<file path="src/rtl/multicycle_pkg.sv">
// Shared types and encodings for the multicycle controller: FSM states,
// opcode constants, ALU/immediate select encodings and the latched control
// bundle produced by the decoder.
package multicycle_pkg;

    typedef enum logic [2:0] {
        FETCH  = 3'd0,
        DECODE = 3'd1,
        EXEC   = 3'd2,
        MEM    = 3'd3,
        WB     = 3'd4,
        HALT   = 3'd5
    } state_e;

    localparam logic [6:0] OP_RTYPE  = 7'b0110011;
    localparam logic [6:0] OP_ITYPE  = 7'b0010011;
    localparam logic [6:0] OP_LOAD   = 7'b0000011;
    localparam logic [6:0] OP_STORE  = 7'b0100011;
    localparam logic [6:0] OP_BRANCH = 7'b1100011;

    localparam logic [2:0] ALU_ADD = 3'b000;
    localparam logic [2:0] ALU_SUB = 3'b001;
    localparam logic [2:0] ALU_AND = 3'b010;
    localparam logic [2:0] ALU_OR  = 3'b011;
    localparam logic [2:0] ALU_SLT = 3'b100;

    localparam logic [1:0] IMM_I = 2'b00;
    localparam logic [1:0] IMM_S = 2'b01;
    localparam logic [1:0] IMM_B = 2'b10;

    typedef enum logic [2:0] {
        CLS_R  = 3'd0,
        CLS_I  = 3'd1,
        CLS_LW = 3'd2,
        CLS_SW = 3'd3,
        CLS_BR = 3'd4
    } instr_cls_e;

    typedef struct packed {
        instr_cls_e cls;
        logic       alu_src;
        logic [2:0] alu_ctrl;
        logic [1:0] imm_src;
        logic       inv_eq;     // BNE: branch taken on !eq
    } ctrl_t;

    // funct3 -> ALU op shared by R-type and I-type; MSB flags a supported funct3
    function automatic logic [3:0] alu_op_f3(input logic [2:0] f3);
        case (f3)
            3'b000:  return {1'b1, ALU_ADD};
            3'b111:  return {1'b1, ALU_AND};
            3'b110:  return {1'b1, ALU_OR};
            3'b010:  return {1'b1, ALU_SLT};
            default: return 4'b0000;
        endcase
    endfunction

endpackage

</file>
<file path="src/rtl/mc_decoder.sv">
// Combinational opcode/funct decoder. Produces the control bundle for one
// instruction and flags every unsupported opcode/funct3/funct7 combination.
module mc_decoder
    import multicycle_pkg::*;
(
    input  logic [31:0] instr,
    output ctrl_t       ctrl,
    output logic        illegal
);

    logic [6:0] opcode;
    logic [2:0] f3;
    logic [6:0] f7;
    logic [3:0] f3op;
    logic       unused_fields;

    assign opcode        = instr[6:0];
    assign f3            = instr[14:12];
    assign f7            = instr[31:25];
    assign f3op          = alu_op_f3(f3);
    // register/immediate fields are routed by the datapath, not decoded here
    assign unused_fields = ^{instr[24:15], instr[11:7]};

    // decode opcode class, ALU op, operand and immediate selects
    always_comb begin
        ctrl          = '0;
        ctrl.cls      = CLS_R;
        ctrl.alu_ctrl = ALU_ADD;
        ctrl.imm_src  = IMM_I;
        illegal       = 1'b1;
        case (opcode)
            OP_RTYPE: begin
                ctrl.cls = CLS_R;
                if (f7 == 7'b0100000 && f3 == 3'b000) begin
                    ctrl.alu_ctrl = ALU_SUB;
                    illegal       = 1'b0;
                end else if (f7 == 7'b0000000 && f3op[3]) begin
                    ctrl.alu_ctrl = f3op[2:0];
                    illegal       = 1'b0;
                end
            end
            OP_ITYPE: begin
                ctrl.cls      = CLS_I;
                ctrl.alu_src  = 1'b1;
                ctrl.alu_ctrl = f3op[2:0];
                illegal       = !f3op[3];
            end
            OP_LOAD: begin
                ctrl.cls     = CLS_LW;
                ctrl.alu_src = 1'b1;
                illegal      = (f3 != 3'b010);
            end
            OP_STORE: begin
                ctrl.cls     = CLS_SW;
                ctrl.alu_src = 1'b1;
                ctrl.imm_src = IMM_S;
                illegal      = (f3 != 3'b010);
            end
            OP_BRANCH: begin
                ctrl.cls      = CLS_BR;
                ctrl.alu_ctrl = ALU_SUB;
                ctrl.imm_src  = IMM_B;
                ctrl.inv_eq   = f3[0];
                illegal       = (f3[2:1] != 2'b00);
            end
            default: ;
        endcase
    end

endmodule

</file>
<file path="src/rtl/multicycle_ctrl.sv">
// Multicycle processor control FSM: FETCH/DECODE/EXEC/MEM/WB with a sticky
// HALT on illegal instructions. Optional cycle/instruction counters are
// built only when MULTICYCLE_CTRL_PERF_EN is defined.
module multicycle_ctrl
    import multicycle_pkg::*;
#(
    parameter int DATA_WIDTH = 32
) (
    input  logic                  clk,
    input  logic                  rst,
    input  logic [DATA_WIDTH-1:0] instr,
    output logic                  imem_req,
    input  logic                  imem_ready,
    output logic                  dmem_req,
    output logic                  dmem_we,
    input  logic                  dmem_ready,
    input  logic                  eq,
    output logic                  ir_en,
    output logic                  pc_en,
    output logic                  pc_src,
    output logic                  reg_write,
    output logic                  alu_src,
    output logic                  result_src,
    output logic [2:0]            alu_ctrl,
    output logic [1:0]            imm_src,
    output logic                  halted,
    output logic [DATA_WIDTH-1:0] cycle_cnt,
    output logic [DATA_WIDTH-1:0] instr_cnt
);

    state_e state_q, state_d;
    ctrl_t  dec_ctrl, ctrl_q;
    logic   dec_illegal;
    // low while reset is held and until the first edge after release, so
    // every output is forced to 0 asynchronously without using rst as data
    logic   armed_q;

    mc_decoder u_dec (
        .instr   (instr[31:0]),
        .ctrl    (dec_ctrl),
        .illegal (dec_illegal)
    );

    // state register and arm flag
    always_ff @(posedge clk or negedge rst) begin
        if (!rst) begin
            state_q <= FETCH;
            armed_q <= 1'b0;
        end else begin
            state_q <= state_d;
            armed_q <= 1'b1;
        end
    end

    // capture decoded controls for use through EXEC/MEM/WB
    always_ff @(posedge clk) begin
        if (state_q == DECODE) ctrl_q <= dec_ctrl;
    end

    // next-state and control outputs
    always_comb begin
        state_d    = state_q;
        imem_req   = 1'b0;
        dmem_req   = 1'b0;
        dmem_we    = 1'b0;
        ir_en      = 1'b0;
        pc_en      = 1'b0;
        pc_src     = 1'b0;
        reg_write  = 1'b0;
        alu_src    = 1'b0;
        result_src = 1'b0;
        alu_ctrl   = ALU_ADD;
        imm_src    = IMM_I;
        halted     = 1'b0;
        if (armed_q) begin
            case (state_q)
                FETCH: begin
                    imem_req = 1'b1;
                    if (imem_ready) begin
                        ir_en   = 1'b1;
                        state_d = DECODE;
                    end
                end
                DECODE: state_d = dec_illegal ? HALT : EXEC;
                EXEC: begin
                    alu_src  = ctrl_q.alu_src;
                    alu_ctrl = ctrl_q.alu_ctrl;
                    imm_src  = ctrl_q.imm_src;
                    case (ctrl_q.cls)
                        CLS_R, CLS_I:   state_d = WB;
                        CLS_LW, CLS_SW: state_d = MEM;
                        CLS_BR: begin
                            pc_en   = 1'b1;
                            pc_src  = ctrl_q.inv_eq ? !eq : eq;
                            state_d = FETCH;
                        end
                        default:        state_d = HALT;
                    endcase
                end
                MEM: begin
                    alu_src  = ctrl_q.alu_src;
                    alu_ctrl = ctrl_q.alu_ctrl;
                    imm_src  = ctrl_q.imm_src;
                    dmem_req = 1'b1;
                    dmem_we  = (ctrl_q.cls == CLS_SW);
                    if (dmem_ready) begin
                        if (ctrl_q.cls == CLS_SW) begin
                            pc_en   = 1'b1;
                            state_d = FETCH;
                        end else begin
                            state_d = WB;
                        end
                    end
                end
                WB: begin
                    alu_src    = ctrl_q.alu_src;
                    alu_ctrl   = ctrl_q.alu_ctrl;
                    imm_src    = ctrl_q.imm_src;
                    reg_write  = 1'b1;
                    pc_en      = 1'b1;
                    result_src = (ctrl_q.cls == CLS_LW);
                    state_d    = FETCH;
                end
                HALT:    halted = 1'b1;
                default: state_d = FETCH;
            endcase
        end
    end

`ifdef MULTICYCLE_CTRL_PERF_EN
    logic [DATA_WIDTH-1:0] cycle_q, instr_q;

    // free-running cycle and retired-instruction counters
    always_ff @(posedge clk or negedge rst) begin
        if (!rst) begin
            cycle_q <= '0;
            instr_q <= '0;
        end else begin
            if (armed_q && state_q != HALT) cycle_q <= cycle_q + DATA_WIDTH'(1);
            if (pc_en) instr_q <= instr_q + DATA_WIDTH'(1);
        end
    end

    assign cycle_cnt = cycle_q;
    assign instr_cnt = instr_q;
`else
    assign cycle_cnt = '0;
    assign instr_cnt = '0;
`endif

endmodule

</file>
<file path="config.mk">
export PLATFORM = sky130hd
export DESIGN_NAME = multicycle_ctrl
export DESIGN_NICKNAME = d
export VERILOG_FILES = /design/src/rtl/multicycle_pkg.sv /design/src/rtl/mc_decoder.sv /design/src/rtl/multicycle_ctrl.sv
export SDC_FILE = /design/constraint.sdc
export NUM_CORES = 1
export LEC_CHECK = 0
export ABC_AREA = 1
export BUFFER_PORTS_ARGS = -buffer_cell sky130_fd_sc_hd__buf_2
export CAP_MARGIN = 30
export CORE_ASPECT_RATIO = 0.7
export CORE_MARGIN = 2
export CORE_UTILIZATION = 37
export CTS_BUF_LIST = sky130_fd_sc_hd__clkbuf_4
export CTS_CLUSTER_DIAMETER = 30
export DETAILED_ROUTE_END_ITERATION = 8
export PLACE_DENSITY = 0.9
export SKIP_LAST_GASP = 1
export SLEW_MARGIN = 20
export SYNTH_ARGS = -nofsm -noshare
export SYNTH_HDL_FRONTEND = slang
export SYNTH_SLANG_ARGS = --single-unit
export TNS_END_PERCENT = 5
</file>
<file path="constraint.sdc">
create_clock -name clk -period 1.59 [get_ports clk]
set_input_delay 0.318 -clock clk [delete_from_list [all_inputs] [get_ports clk]]
set_output_delay 0.318 -clock clk [all_outputs]
set_load 0.05 [all_outputs]
</file>
**Word level (Yosys, flattened, before mapping)**

Cells that the tools add are included.

- Output and inout bits: 79
- Bits of input ports: 37
- Logic and storage cells: 90
- Bits in registers: 14

- Reduce and logical (&&, ||, !) cells: 15
- Multiplexer cells: 46
- Eq/ne operators: 21
- Bitwise logic cells: 1

Operators by type and width:

| kind | number |
|---|---|
| $mux W1 | 28 |
| $mux W3 | 8 |
| $eq A7 B6 Y1 const B | 3 |
| $pmux W3 S3 | 2 |
| $pmux W4 S4 | 1 |
| $eq A3 B2 Y1 const B | 5 |
| $eq A3 B3 Y1 const B | 5 |
| $pmux W3 S5 | 1 |
| $pmux W3 S4 | 1 |
| $logic_not A3 Y1 | 3 |
| $eq A7 B2 Y1 const B | 1 |
| $eq A7 B5 Y1 const B | 1 |
| $eq A7 B7 Y1 const B | 1 |
| $logic_not A7 Y1 | 1 |
| $eq A3 B1 Y1 const B | 2 |
| $reduce_or A2 Y1 | 3 |
| $reduce_or A3 Y1 | 2 |
| $mux W2 | 2 |
| $ne A2 B2 Y1 const B | 2 |
| $pmux W1 S4 | 1 |
| $pmux W2 S2 | 1 |
| $reduce_and A4 Y1 | 1 |
| $ne A3 B2 Y1 const B | 1 |
| $pmux W1 S3 | 1 |
| 4 further kinds | 6 |

**Depth between registers and ports, before layout**

- Depth after elaboration: 8
- Depth in mapped cells: 11
- Depth with buffers taken out: 11

**Modules after synthesis**

A second synthesis with hierarchy kept.

- Cells, all modules: 226
- Area, all modules: 1520.2 um2

Modules (own cells, without submodules):

| module | instances | sequential area each (um2) | cells an instance | area an instance (um2) |
|---|---|---|---|---|
| multicycle_ctrl | 1 | 400.4 | 158 | 1214.9 |
| mc_decoder | 1 | 0.0 | 68 | 305.3 |

**Least setup slack after synthesis**

Ideal clock, no wire load.

- Path type: register -> output
- Start point: register state_q[2]
- End point: output port pc_src
- Path buffers: 0
- Data arrival time: 2.224 ns
- Cell stages (with the launch flop): 4
- Setup slack: -0.952 ns
- Data required time: 1.272 ns
- Cell sequence: dfrtp_1 nor3_2 inv_1 nor4_1

- Longest elaborated chain between the ends: 3

Ends and longest elaborated chain:

| element | line | RTL |
|---|---|---|
| start: declaration | multicycle_ctrl.sv:31 | `state_e state_q, state_d;` |
| start signal: assignment | multicycle_ctrl.sv:50 | `state_q <= state_d;` |
| $eq A3 B2 Y1 | multicycle_ctrl.sv:76 | `case (state_q)` |
| $mux W1 | multicycle_ctrl.sv:76 |  |
| $mux W1 | multicycle_ctrl.sv:75 | `if (armed_q) begin` |
| end: declaration | multicycle_ctrl.sv:20 | `output logic pc_src,` |

No other way between the ends.

**Final worst setup path**

- Start point: register state_q[0]
- End point: output port pc_src

Same word-level chain as after synthesis.

==> impl_metrics.csv <==
group,metric,value,unit
sta,hold_viol_final,0,
routing,vias,1295,
logic_synthesis,ys_ff_latch,13,
sta,timing.hold.ws,0.370,ns
clocking,number_of_sinks_driven_by_the_clock_tree,13,
clocking,cts_made_buffers,3,
sta,totalNegativeSetupSlack,-3.83,ns
logic_synthesis,synth-warning-count,0,
placement,gp_congestion,0.866,
pwr,post-layout-total-power,2.04,mW
clocking,clk_latency,0.27,ns
final_layout,synthToLayoutAreaGrowth,23.0,%
floorplan,floorplan.rows,19,
logic_synthesis,synth_area_per_cell,6.69,um^2
logic_synthesis,ys_seq_area_share,24.9,%
logic_synthesis,synth_cell_type_count,24,
final_layout,layout.cell_area.non_filler,1830,um^2
pwr,leakagePower,1.01,nW
sta,timing.final.max_slew_violations,0,
routing,drt_iter0_drc,70,
placement,detailed_place.area,1640,um^2
logic_synthesis,instance_count_of_the_mapped_netlist,222,
final_layout,most_frequent_standard_cell_in_the_layout_excluding_fill_and_tap_cells,"sky130_fd_sc_hd__conb_1",
worst_setup_path,arrival,1.59,ns
worst_setup_path,crit_path_from,"state_q[0]$_DFFE_PN0P_",
clocking,clock_tree.root_cell,"sky130_fd_sc_hd__clkbuf_4",
pwr,worst_ir_drop_vdd,515,uV
final_layout,antenna_cells,0,
global_route,first_global_vias,1072,
global_route,initial_antenna_violation_count,0,
logic_synthesis,mappedNetlistArea,1490,um^2
worst_setup_path,critPathMaxFanout,5,
worst_hold_path,worstHoldPathType,"input port to async pin",
placement,placement_setup_slack,-0.281,ns
routing,initial_drt_pass_iterations,5,
floorplan,die_h,57.0,um
final_layout,post_route_cells_drive_above_1_share,30.4,%
clocking,cts_tree,"built",
placement,dp.cells,321,
sta,setup_viol_count_final,15,
routing,drt-vias-per-instance,3.90,
clocking,cts-root-to-sink-buffers,2,
sta,worst_slack,-0.321,ns
routing,drt.antenna.violating_nets,0,
clocking,clkTransAtPathRegs,0.08,ns
status,violations_in_the_final_reports,"setup timing",
sta,finalClockSkew,0.00482,ns
routing,route.final.wire_length,2830,um
sta,timing.final.crit_share,120,%
routing,post-route-drc-count,0,
worst_setup_path,timing.rr.start,"state_q[0]$_DFFE_PN0P_",
floorplan,floorplan.core_area,3870,um^2
global_route,grt-ovfl-total,0,
sta,final_period_minus_worst_setup_slack,1.91,ns
placement,dp_hpwl,2340,um
pwr,pwr_density_cell,1120,nW/um^2
job,drv.max_cap_violation_count,0,
floorplan,die_area,4540,um^2
sta,grt_setup_unrepaired,"yes",
final_layout,stdcell_count,332,
global_route,pin_count_of_the_biggest_net_entering_global_routing,12,
global_route,first_pass_grt_wire_length,4460,um
routing,average_wire_per_cell_in_the_routed_design,8.51,um
floorplan,boundaryPins,116,
global_route,global_route.usage.total,12.5,%
worst_setup_path,reg2regPathDepth,9,
clocking,htree_levels,1,
floorplan,floorplan.initialDensity,38.3,%
sta,max_freq,523,MHz
final_layout,layout.cells.most_common_list,"65 x sky130_fd_sc_hd__conb_1, 34 x sky130_fd_sc_hd__nand2_1, 28 x sky130_fd_sc_hd__inv_1",
status,run_status,"complete, but fails checks",
placement,buffer_ports.inserted,36,
worst_setup_path,critPathKind,"flop to output pin",
final_layout,num-nets-final,318,
worst_setup_path,endpoint_kind,"output pin",
worst_setup_path,timing.critical_path.from_type,"flop",
final_layout,fin_util,47.1,%
floorplan,die-width,79.7,um
worst_setup_path,worst_ep_required_time,1.27,ns
logic make-up after synthesis:
logic type | Yosys count | share of synthesized area [%]
flip-flops | 13 | 24.9
AO/OA/AOI/OAI | 9 | 3.96
XOR/XNOR | 1 | 0.590
AND/OR/NAND/NOR | 98 | 28.8
other | 2 | 0.506
buffers and inverters | 99 | 41.2
routing by layer:
| layer | GRT usage (%) | up-vias | wire [um] |
|---|---|---|---|
| li1 | - | 677 | - |
| met1 | 15.8 | 552 | 1220 |
| met2 | 20.2 | 58 | 1340 |
| met3 | 1.90 | 8 | 202 |
| met4 | 7.64 | 0 | 69 |
| met5 | 0 | - | 0 |
worst max-delay path: stages (launching register included):
cell and delay (ns):
sky130_fd_sc_hd__dfrtp_2 0.46, sky130_fd_sc_hd__nor3_4 0.32, sky130_fd_sc_hd__inv_2 0.09, sky130_fd_sc_hd__buf_6 0.13, sky130_fd_sc_hd__nor4_4 0.13, sky130_fd_sc_hd__buf_6 0.19
registers in the layout, summed over array words and instances (netlist names):
signal   count
armed_q      1
state_q      3
ctrl_q       9
repair_timing:
item / CTS / global route
gates resized for setup: 25 / 9
buffers inserted: 4 / 2
pin swaps: 3 / 3
hold buffers: 1 / 0
setup endpoints to repair: 15 / 18
endpoints found under the hold margin: 4 / 0
cells in the mapped netlist:
cell / number / area, um^2
sky130_fd_sc_hd__a21oi_1: 1 / 5.00
sky130_fd_sc_hd__a31oi_1: 1 / 6.26
sky130_fd_sc_hd__a32oi_1: 1 / 8.76
sky130_fd_sc_hd__and2_1: 1 / 6.26
sky130_fd_sc_hd__buf_4: 64 / 480
sky130_fd_sc_hd__clkinv_1: 1 / 3.75
sky130_fd_sc_hd__conb_1: 2 / 7.51
sky130_fd_sc_hd__dfrtp_1: 4 / 100
sky130_fd_sc_hd__edfxtp_1: 9 / 270
sky130_fd_sc_hd__inv_1: 33 / 124
sky130_fd_sc_hd__inv_2: 1 / 3.75
sky130_fd_sc_hd__nand2_1: 34 / 128
sky130_fd_sc_hd__nand3_1: 13 / 65.1
sky130_fd_sc_hd__nand4_1: 1 / 6.26
sky130_fd_sc_hd__nor2_1: 37 / 139
sky130_fd_sc_hd__nor2_4: 1 / 11.3
sky130_fd_sc_hd__nor3_1: 6 / 30.0
sky130_fd_sc_hd__nor3_2: 3 / 30.0
sky130_fd_sc_hd__nor4_1: 2 / 12.5
sky130_fd_sc_hd__o211ai_1: 1 / 7.51
sky130_fd_sc_hd__o21ai_0: 3 / 15.0
sky130_fd_sc_hd__o311ai_0: 1 / 8.76
sky130_fd_sc_hd__o31ai_1: 1 / 7.51
sky130_fd_sc_hd__xnor2_1: 1 / 8.76
power breakdown:
part           total [mW]  switching, mW  internal [mW]
sequential          0.567         0.0789          0.488
clock               0.200          0.107         0.0932
combinational        1.27          0.920          0.353
total                2.04           1.11          0.934
layout make-up:
type	instances	area, um^2
clock buffers	3	22.5
clock inverters	1	5.00
fillers	401	2050
inverters	35	131
multi-input cells	173	835
flip-flops and latches	13	373
well taps	52	65.1
repair buffers	55	395
worst paths after layout:
kind,to,slack [ns]
min,armed_q$_DFF_PN0_,0.37
max,pc_src,-0.32
min reg2reg,state_q[1]$_DFFE_PN0P_,0.67
min in group clk,ctrl_q[8]$_DFFE_PN_,0.40
max in group asynchronous,state_q[2]$_DFFE_PN0P_,1.09
max reg2reg,state_q[1]$_DFFE_PN0P_,0.10
(Power assumes the default switching activity.)
